## src/rtl/alu_op_sequencer.sv

```systemverilog
`default_nettype none
// ============================================================================
// Module   : alu_op_sequencer
// Purpose  : Valid/ready front end for the combinational 16-bit ALU. It
//            latches a request, drives the ALU operand/select/shin inputs and
//            returns the captured result over a response handshake.
//            Multi-bit shifts run as repeated single-bit ALU passes.
// Options  : ALUSEQ_RSP_BYPASS_EN - accept a new request in the same cycle as
//            the response handshake, skipping the IDLE cycle.
// Revision : 1.0 - initial release
// ============================================================================
module alu_op_sequencer #(
  parameter int NBIT = 16,
  parameter int SHW  = 4
) (
  input  logic            clk,
  input  logic            rst_n,
  input  logic            req_valid_i,
  output logic            req_ready_o,
  input  logic [2:0]      req_op_i,
  input  logic [NBIT-1:0] req_a_i,
  input  logic [NBIT-1:0] req_b_i,
  input  logic [SHW-1:0]  req_shamt_i,
  output logic [NBIT-1:0] alu_a_o,
  output logic [NBIT-1:0] alu_b_o,
  output logic [2:0]      alu_sel_o,
  output logic            alu_shin_o,
  input  logic [NBIT-1:0] alu_result_i,
  output logic            rsp_valid_o,
  input  logic            rsp_ready_i,
  output logic [NBIT-1:0] rsp_data_o,
  output logic            busy_o
);

  typedef enum logic [1:0] {
    ST_IDLE  = 2'd0,
    ST_EXEC  = 2'd1,
    ST_SHIFT = 2'd2,
    ST_RESP  = 2'd3
  } state_t;

  state_t          state_q, state_d;
  logic [2:0]      op_q, op_d;
  logic [NBIT-1:0] a_q, a_d;
  logic [NBIT-1:0] b_q, b_d;
  logic [NBIT-1:0] acc_q, acc_d;
  logic [SHW-1:0]  cnt_q, cnt_d;
  logic [NBIT-1:0] rsp_data_q, rsp_data_d;
  logic            is_shift;

  // State and datapath registers; reset discards any in-flight operation.
  always_ff @(posedge clk or negedge rst_n) begin
    if (!rst_n) begin
      state_q    <= ST_IDLE;
      op_q       <= 3'd0;
      a_q        <= '0;
      b_q        <= '0;
      acc_q      <= '0;
      cnt_q      <= '0;
      rsp_data_q <= '0;
    end else begin
      state_q    <= state_d;
      op_q       <= op_d;
      a_q        <= a_d;
      b_q        <= b_d;
      acc_q      <= acc_d;
      cnt_q      <= cnt_d;
      rsp_data_q <= rsp_data_d;
    end
  end

  // Next-state, ALU drive and handshake outputs; the accept path is applied
  // last so that a bypass accept in RESP overrides the return to IDLE.
  always_comb begin
    state_d     = state_q;
    op_d        = op_q;
    a_d         = a_q;
    b_d         = b_q;
    acc_d       = acc_q;
    cnt_d       = cnt_q;
    rsp_data_d  = rsp_data_q;
    alu_a_o     = '0;
    alu_b_o     = '0;
    alu_sel_o   = 3'd0;
    alu_shin_o  = 1'b0;
    req_ready_o = 1'b0;
    rsp_valid_o = 1'b0;
    is_shift    = (req_op_i[2:1] == 2'b11);

    case (state_q)
      ST_IDLE: begin
        req_ready_o = 1'b1;
      end
      ST_EXEC: begin
        alu_a_o    = a_q;
        alu_b_o    = b_q;
        alu_sel_o  = op_q;
        rsp_data_d = alu_result_i;
        state_d    = ST_RESP;
      end
      ST_SHIFT: begin
        alu_a_o    = acc_q;
        alu_sel_o  = op_q;
        alu_shin_o = 1'b1;
        acc_d      = alu_result_i;
        cnt_d      = cnt_q - SHW'(1);
        if (cnt_q == SHW'(1)) begin
          rsp_data_d = alu_result_i;
          state_d    = ST_RESP;
        end
      end
      ST_RESP: begin
        rsp_valid_o = 1'b1;
`ifdef ALUSEQ_RSP_BYPASS_EN
        req_ready_o = rsp_ready_i;
`endif
        if (rsp_ready_i) begin
          state_d = ST_IDLE;
        end
      end
      default: begin
        state_d = ST_IDLE;
      end
    endcase

    if (req_valid_i && req_ready_o) begin
      op_d = req_op_i;
      a_d  = req_a_i;
      b_d  = req_b_i;
      if (is_shift && (req_shamt_i != '0)) begin
        acc_d   = req_a_i;
        cnt_d   = req_shamt_i;
        state_d = ST_SHIFT;
      end else if (is_shift) begin
        cnt_d      = req_shamt_i;
        rsp_data_d = req_a_i;
        state_d    = ST_RESP;
      end else begin
        cnt_d   = req_shamt_i;
        state_d = ST_EXEC;
      end
    end
  end

  assign rsp_data_o = rsp_data_q;
  assign busy_o     = (state_q != ST_IDLE);

endmodule
`default_nettype wire

```

## config.mk

```make
export PLATFORM = sky130hd
export DESIGN_NAME = alu_op_sequencer
export DESIGN_NICKNAME = d
export VERILOG_FILES = /design/src/rtl/alu_op_sequencer.sv
export SDC_FILE = /design/constraint.sdc
export NUM_CORES = 1
export LEC_CHECK = 0
export BUFFER_PORTS_ARGS = -buffer_cell sky130_fd_sc_hd__buf_2
export CORE_MARGIN = 3
export CORE_UTILIZATION = 52
export DETAILED_ROUTE_END_ITERATION = 7
export PLACE_DENSITY = 0.76
export SLEW_MARGIN = 15
export SYNTH_ARGS = -nofsm -noshare
export SYNTH_HDL_FRONTEND = slang
export SYNTH_SLANG_ARGS = --single-unit
```

## constraint.sdc

```tcl
create_clock -name clk -period 1.96 [get_ports clk]
set_clock_uncertainty 0.05 [all_clocks]
set_input_delay 0.098 -clock clk [delete_from_list [all_inputs] [get_ports clk]]
set_output_delay 0.098 -clock clk [all_outputs]
set_load 0.005 [all_outputs]
```

---- Word-level counts from Yosys, hierarchy flattened ----
Cells that the tools add are included.
storage, ports and cells
  ROM bits ................................ 0
  memory bits (writable) .................. 0
  logic and storage cells ................. 46
  memories kept ........................... 0
  flip-flop bits (word level) ............. 73
  latch bits .............................. 0
operators by class
  bitwise operators ....................... 0
  $mul .................................... 0
  equal/unequal tests ..................... 7
  add/subtract/negate cells ............... 1
  mux-type cells .......................... 22
  reduce and logical (&&, ||, !) cells .... 9
  div/mod/pow operators ................... 0
  shift-type cells ........................ 0
  order comparisons ....................... 0
operators by type and width
  cell                                                 number
  two-way mux 16 bit                                   8
  one-hot mux 16 bit (2 select lines)                  2
  two-way mux 2 bit                                    5
  two-way mux 4 bit                                    2
  nonzero test 4 bit                                   2
  equality test 2 bit, second input constant           3
  != test 3 bit, second input constant                 2
  one-hot mux 2 bit (3 select lines)                   1
  equality test 4 x 1 -> 1 bit, second input constant  1
  nonzero test 2 bit                                   2
  subtractor 4 x 1 -> 4 bit, second input constant     1
  two-way mux 1 bit                                    3
  two-way mux 3 bit                                    1
  AND reduction 3 bit                                  1
  equality test 2 x 1 -> 1 bit, second input constant  1
  logical AND 1 bit                                    2
  zero test 2 bit                                      1
  OR reduction 2 bit                                   1

---- Longest topological paths before layout ----
Gate-level depths: netlist of the first run.
  depth in word-level cells ............... 6
  depth in mapped cells ................... 8
  mapped depth without buffers ............ 5

---- Worst setup path after synthesis of the first run ----
No wires, ideal clock.
  kind .................................... flip-flop to flip-flop
  start ................................... register state_q[1]
  end ..................................... register rsp_data_q[10], in the netlist rsp_data_o[10]
  required time ........................... 1.828 ns
  stages on the path, launching flop included .. 9
  arrival time ............................ 1.619 ns
  setup slack ............................. 0.209 ns
  clock period less this slack ............ 1.751 ns
  cell sequence ........................... dfrtp_1 > inv_1 > ha_1 > buf_2 > nand4bb_1 > clkbuf_1 > buf_2 > nand3_1 > a31oi_1
between the ends
  word-level cells in the longest chain between the ends .. 5
  elaborated cells on any way between the ends .. 9
  those cells by class .................... 2 x eq/ne; 5 x mux; 2 x reduce/logical
RTL lines
  item                                                                 line  source
  start: declaration                                                   42    state_t state_q, state_d;
  start signal: assignment                                             62    state_q <= state_d;
  equality test 2 bit or equality test 2 x 1 -> 1 bit (tied branches)  90    case (state_q)
  one-hot mux 16 bit (2 select lines)                                  90
  two-way mux 16 bit                                                   134   end else if (is_shift) begin
  two-way mux 16 bit                                                   130   if (is_shift && (req_shamt_i != '0)) begin
  two-way mux 16 bit (*)                                               126   if (req_valid_i && req_ready_o) begin
  net rsp_data_d[10]                                                   48    logic [NBIT-1:0] rsp_data_q, rsp_data_d;
  end signal: assignment                                               68    rsp_data_q <= rsp_data_d;
  end: declaration                                                     48
Mark *: on every way through the listed nets, which the timed path passes. The rest lies on a longest branch.
A chain may end at the register's enable or synchronous reset.

---- Final worst setup path of the first run ----
  start ................................... register state_q[1]
  end ..................................... output port alu_a_o[7]
between the ends
  word-level cells in the longest chain between the ends .. 2
  elaborated cells on any way between the ends .. 3
  those cells by class .................... 2 x eq/ne; 1 x mux
RTL lines
  item                                                                 line  source
  equality test 2 bit or equality test 2 x 1 -> 1 bit (tied branches)  90
  one-hot mux 16 bit (2 select lines) (*)                              90
  end: declaration                                                     24    output logic [NBIT-1:0] alu_a_o,
Every way passes the cells marked *; elsewhere a longest branch is shown, timed or not.

==> results.toml, run 1 <==
[route]
wl_met2_mm = 5.19
dr_wl_met3_microns = 837
dr.first_iter.drc_count = 268
drc = 0
drt_wl_total_mm = 10.7
antenna_left = 0
wl_met1_mm = 4.45
topRoutingLayerUsed = "met4"
wire_per_inst_microns = 17.7
drt_pass1_iterations = 4
viasPerCell = 5.61
vias = 3397

[cts]
clock_latency_ps = 350
clkSinkCount = 73
clockBufferDepth = 2
cts_htree_levels = 3
clkTransAtPathRegs_ps = 70
cts_tree = "built"
root_buffer = "clkbuf_8"
cts_buffers = 9
cts_setup_buffers = 0

[final_layout]
multi_input_area_sq_um = 1800
instances_no_fill = 606
syn2layout_area_growth_pct = 38.6
regArea_sq_um = 1830
finalInstanceArea_sq_um = 5270
nets = 570
antenna_cells = 0
drive_above_1_share_pct = 37.3
fillCellCount = 490
final_util_pct = 75.8

[place]
dp_hpwl_mm = 6.67
dpl_cell_area_sq_um = 4490
dp_slack_ps = 96.6
finalWeightedCongestion = 0.806
dp_cells = 542
io_buffer_count = 113

[job]
drv_cap = 0

[timing]
fin_ws_ps = 57.9
min_period_ps = 1900
setup_tns_ps = 0
final_max_slew_viol_count = 0
relSlewSlack_pct = 70.0
min_period_over_period_pct = 97.0
whs_ps = 6.50
hold_viol_final = 0
fmax_mhz = 526
setup_violations = 0
worst_pin_slew_ps = 449

[critical_path]
critical_path_required_ps = 1810
cp_max_fo = 16
reg2reg_to = "acc_q[11]"
path_class = "flop to output pin"
rrSetupSlack_ps = 210
r2r_cells = 6
start_kind = "flop"
r2r_start = "state_q[1]"
crit_path_end_kind = "output pin"
arrival_ps = 1750

[power]
finalPower_mw = 7.62
ir_drop_mv = 0.778
cellPowerDensity_nw_per_um2 = 1450
p_leak_nw = 2.42

[logic_synthesis]
syn_area_sq_um = 3800
synth.top_cell.area_share_pct = 48.1
yosys_register_bits = 73
seq_area_frac_synth_pct = 48.1
synthTopCellsByArea = "dfrtp_1 48%, mux2_2 11%, mux2i_1 4.5%"
synthesis.nets = 415
netlist_instances = 350
ys_types = 37
yosysWarnings = 0
synth_area_per_cell_sq_um = 10.9
synth_area_leader_cell = "dfrtp_1"

[global_routing]
grt-ovfl-total = 0
grt_pass1_vias = 3470
antenna_found_initial = 0
grt_start_max_net_pins = 57
grt_pass1_wl_mm = 17.3
grt_usage_pct = 25.7

[floorplanning]
start_util_pct = 54.7
fp.dieH_microns = 91.5
die_x_microns = 91.5
dieArea_sq_um = 8370
ioPinCount = 114
fp-row-count = 30
core_area_sq_um = 6940

[worst_hold_path]
holdPathEnd = "rsp_data_o[9]"
hp-start = "alu_result_i[9]"
hp-class = "primary input to flop"
whs_path_depth = 3

[outcome]
status = "finished clean"
-- worst max-delay path by stage --
stage | startpoint | endpoint | slack [ps]
2_1_floorplan | state_q[1] | rsp_data_o[10] | 210
3_3_place_gp | state_q[0] | rsp_data_o[14] | 170
3_5_place_dp | state_q[0] | rsp_data_o[14] | 100
6_report | state_q[1] | alu_a_o[7] | 60
4_1_cts | state_q[1] | alu_a_o[7] | 1
5_1_grt | state_q[1] | alu_a_o[12] | -8
-- power by group --
group,internal (mW),switching [mW]
combinational,1.89,1.71
sequential,2.20,0.398
clock,0.847,0.566
total,4.94,2.67
-- what timing repair did --
action / 4_1_cts / 5_1_grt
resized for setup: 5 / 7
endpoints found under the hold margin: 124 / 0
pin swaps: 0 / 1
cloned: 0 / 1
endpoints found under the setup margin: 12 / 35
hold buffers: 47 / 0
-- synthesized netlist by cell type, drive strengths merged --
library cell  instances
a31oi                16
and2                 19
nand4                 1
nor2b                17
inv                   7
a21oi                19
nand4bb               1
nand3                16
nor4b                 1
o211ai               18
ha                    6
a22oi                16
dfrtp                73
nand2                 4
or4                   1
nor2                  4
nand2b                3
mux2i                17
nor3b                 1
o2111a                1
a2bb2oi               1
buf                  17
nor4                  1
o21ai                 1
mux2                 36
nor3                 32
a311oi                1
nor4bb                1
clkbuf               16
xor2                  1
xnor2                 2
-- per-layer routing --
metal / GRT usage [%] / vias up
met2: 42.3 / 176
li1: - / 1580
met3: 5.05 / 24
met4: 9.17 / 0
met1: 33.8 / 1617
met5: 0 / -
-- sequential cells by signal (all words and copies together), names as in the netlist --
| name | count |
|---|---|
| op_q | 3 |
| b_q | 16 |
| cnt_q | 4 |
| rsp_data_o | 16 |
| acc_q | 16 |
| a_q | 16 |
| state_q | 2 |
-- cell type report --
type                    count  share of cell area [%]
inverters                   7                   0.499
multi-input cells         237                    34.2
flip-flops and latches     73                    34.7
repair buffers            177                    23.8
well taps                  96                    2.28
clock inverters             5                    1.97
clock buffers              11                    2.49
-- worst max-delay path, cell delays in order, from the launching register on --
cell,delay (ps)
dfrtp_2,450
inv_1,130
ha_2,280
buf_12,170
a22oi_1,80
nor2b_1,160
buf_2,140
-- logic make-up (layout without fill, tap and decap cells) --
logic type               count (synthesis)  count (layout)  synth area share (%)
buffers and inverters                   40             200                  5.70
flip-flops                              73              73                  48.1
AO/OA/AOI/OAI                           73              73                  12.7
adder cells (fa/ha/maj)                  6               6                  1.98
AND/OR/NAND/NOR                        102             102                  15.6
multiplexers                            53              53                  15.2
XOR/XNOR                                 3               3                 0.692
-- cell usage in the layout (no fill, tap or decap), types with 4 or more instances in the layout --
| cell type | netlist | layout |
|---|---|---|
| a21oi_1 | 19 | 19 |
| a22oi_1 | 16 | 16 |
| a31oi_1 | 16 | 16 |
| and2_1 | 19 | 19 |
| buf_12 | 1 | 5 |
| buf_2 | 11 | 112 |
| buf_4 | 0 | 11 |
| clkbuf_8 | 0 | 9 |
| dfrtp_1 | 73 | 72 |
| dlygate4sd3_1 | 0 | 47 |
| inv_1 | 7 | 6 |
| mux2_2 | 36 | 36 |
| mux2i_1 | 17 | 17 |
| nand3_1 | 16 | 16 |
| nor2_1 | 4 | 4 |
| nor2b_1 | 17 | 17 |
| nor3_1 | 32 | 32 |
| o211ai_1 | 18 | 18 |
(Power assumes the default switching activity.)
==> run 2: changes to the inputs <==
--- a/constraint.sdc
+++ b/constraint.sdc
@@ -4,2 +4,2 @@
 set_output_delay 0.098 -clock clk [all_outputs]
-set_load 0.005 [all_outputs]
+set_load 0.05 [all_outputs]
==> run 2 against run 1 <==
- sequential cell count is the same
- clock power shrank 4%
- largest cell class is now multi-input gates
- worst setup slack lost 7.4 ps
- final area grew 4.6%
- power grew 29%
- hold slack gained 8.7 ps
- sequential share of layout area shrank 1.5 points
- maximum frequency shrank 0.39%
- final cell count grew 0.17%
- via count grew 3.3%
- critical path depth is the same
- sequential power grew 2%
==> results.toml, run 2 (synthesis results as in run 1) <==
[power]
sequentialPowerShare_pct = 26.8
cellPowerDensity_nw_per_um2 = 1790
p_int_mw = 5.42
sw_frac_of_total_pct = 44.9
switchingPower_mw = 4.42
combPwrFrac_pct = 59.3
p_leak_nw = 2.49
ir_drop_mv = 1.17
finalPower_mw = 9.84
clkPwrFrac_pct = 13.8

[floorplanning]
fp-row-count = 30
dieArea_sq_um = 8370
start_util_pct = 54.7
die_x_microns = 91.5
fp.dieH_microns = 91.5
core_area_sq_um = 6940
ioPinCount = 114

[route]
vias = 3510
wire_per_inst_microns = 18.9
drc = 0
drt_pass1_iterations = 4
viasPerCell = 5.78
drt_wl_total_mm = 11.5
antenna_left = 0
dr.first_iter.drc_count = 303

[critical_path]
r2r_start = "state_q[0]"
reg2reg_to = "rsp_data_o[9]"
start_kind = "flop"
rrSetupSlack_ps = 90
crit_path_end_kind = "output pin"
cp_max_fo = 14
arrival_ps = 1760
endpoint = "alu_a_o[1]"
r2r_cells = 7
crit_start = "state_q[1]"
path_class = "flop to output pin"
critical_path_required_ps = 1810

[global_routing]
grt-ovfl-total = 0
grt_usage_pct = 27.1
grt_pass1_wl_mm = 18.2
antenna_found_initial = 0
grt_start_max_net_pins = 43
grt_pass1_vias = 3733

[timing]
hold_viol_final = 0
setup_tns_ps = 0
grt_setup_unrepaired = "false"
relSlewSlack_pct = 71.2
worst_pin_slew_ps = 433
final_max_slew_viol_count = 0
fmax_mhz = 524
min_period_over_period_pct = 97.4
min_period_ps = 1910
setup_violations = 0

[cts]
cts_buffers = 9
cts_htree_levels = 3
clkTransAtPathRegs_ps = 80
cts_tree = "built"
clkSinkCount = 73
root_buffer = "clkbuf_8"
clock_latency_ps = 340
clockBufferDepth = 2

[outcome]
status = "finished clean"

[place]
finalWeightedCongestion = 0.806
dp_hpwl_mm = 6.87
io_buffer_count = 113

[final_layout]
final_cell_mix = "95 x buf_2, 71 x dfrtp_1, 42 x dlygate4sd3_1"
fillCellCount = 413
nets = 571
antenna_cells = 0
syn2layout_area_growth_pct = 45.0
drive_above_1_share_pct = 43.2
mostFrequentLayoutCell = "buf_2"

[job]
drv_cap = 0

[worst_hold_path]
hp-class = "primary input to flop"
[run 2: area by class of cell]
class / count / area (sq um) / area share [%]
clock buffer: 12 / 155 / 2.82
timing repair buffer: 178 / 1350 / 24.5
inverter: 7 / 26.3 / 0.477
multi-input combinational: 237 / 1950 / 35.4
tap: 96 / 120 / 2.18
clock inverter: 4 / 75.1 / 1.36
sequential: 73 / 1830 / 33.2
[run 2: repair_timing]
item / CTS / global route
pin swaps: 0 / 1
hold endpoints to repair: 80 / 0
setup buffers: 0 / 3
resized for setup: 32 / 10
hold buffers: 42 / 0
gates cloned: 0 / 2
endpoints found under the setup margin: 17 / 33
[run 2: power by group through the flow]
stage	registers, mW	logic, mW	clock network [mW]
final	2.64	5.84	1.36
after floorplan	2.77	3.69	0
after global placement	2.55	5.14	0
after detailed placement	2.61	5.23	0
after CTS	2.59	5.55	1.37
after global routing	2.72	6.17	1.44
[run 2: stage by stage]
stage	util (%)	cells	hold WS, ps	setup WS, ps	cell area (sq um)
after floorplan	-	350	-248	-18.5	3910
final	79.3	607	15.2	50.5	5510
after CTS	77.6	602	0.919	-15.5	5390
after global routing	79.3	607	16.1	2.03	5510
after detailed placement	66.7	544	19.2	162	4630
after global placement	66.7	544	14.3	254	4630
[run 2: worst min path at each step]
stage | cells past startpoint | from | end
floorplan | 0 | rst_n | a_q[0]
global placement | 1 | rst_n | rsp_data_o[3]
detailed placement | 1 | rst_n | rsp_data_o[3]
CTS | 3 | req_shamt_i[2] | cnt_q[2]
global route | 3 | alu_result_i[14] | rsp_data_o[14]
finish | 3 | alu_result_i[7] | rsp_data_o[7]
[run 2: worst max-delay path, stage by stage (launching register included)]
cell	delay, ps
dfrtp_2	440
inv_2	90
ha_4	190
buf_6	160
a22oi_1	280
nor2b_4	60
buf_4	190
[run 2: metal layers]
| metal | wire, microns | GRT usage (%) | part of all wire (%) | vias to the layer above |
|---|---|---|---|---|
| li1 | - | - | - | 1589 |
| met1 | 4600 | 33.9 | 40 | 1716 |
| met2 | 5790 | 44.6 | 50 | 187 |
| met3 | 946 | 6.38 | 8.2 | 18 |
| met4 | 161 | 11.8 | 1.4 | 0 |
| met5 | 0 | 0 | 0 | - |
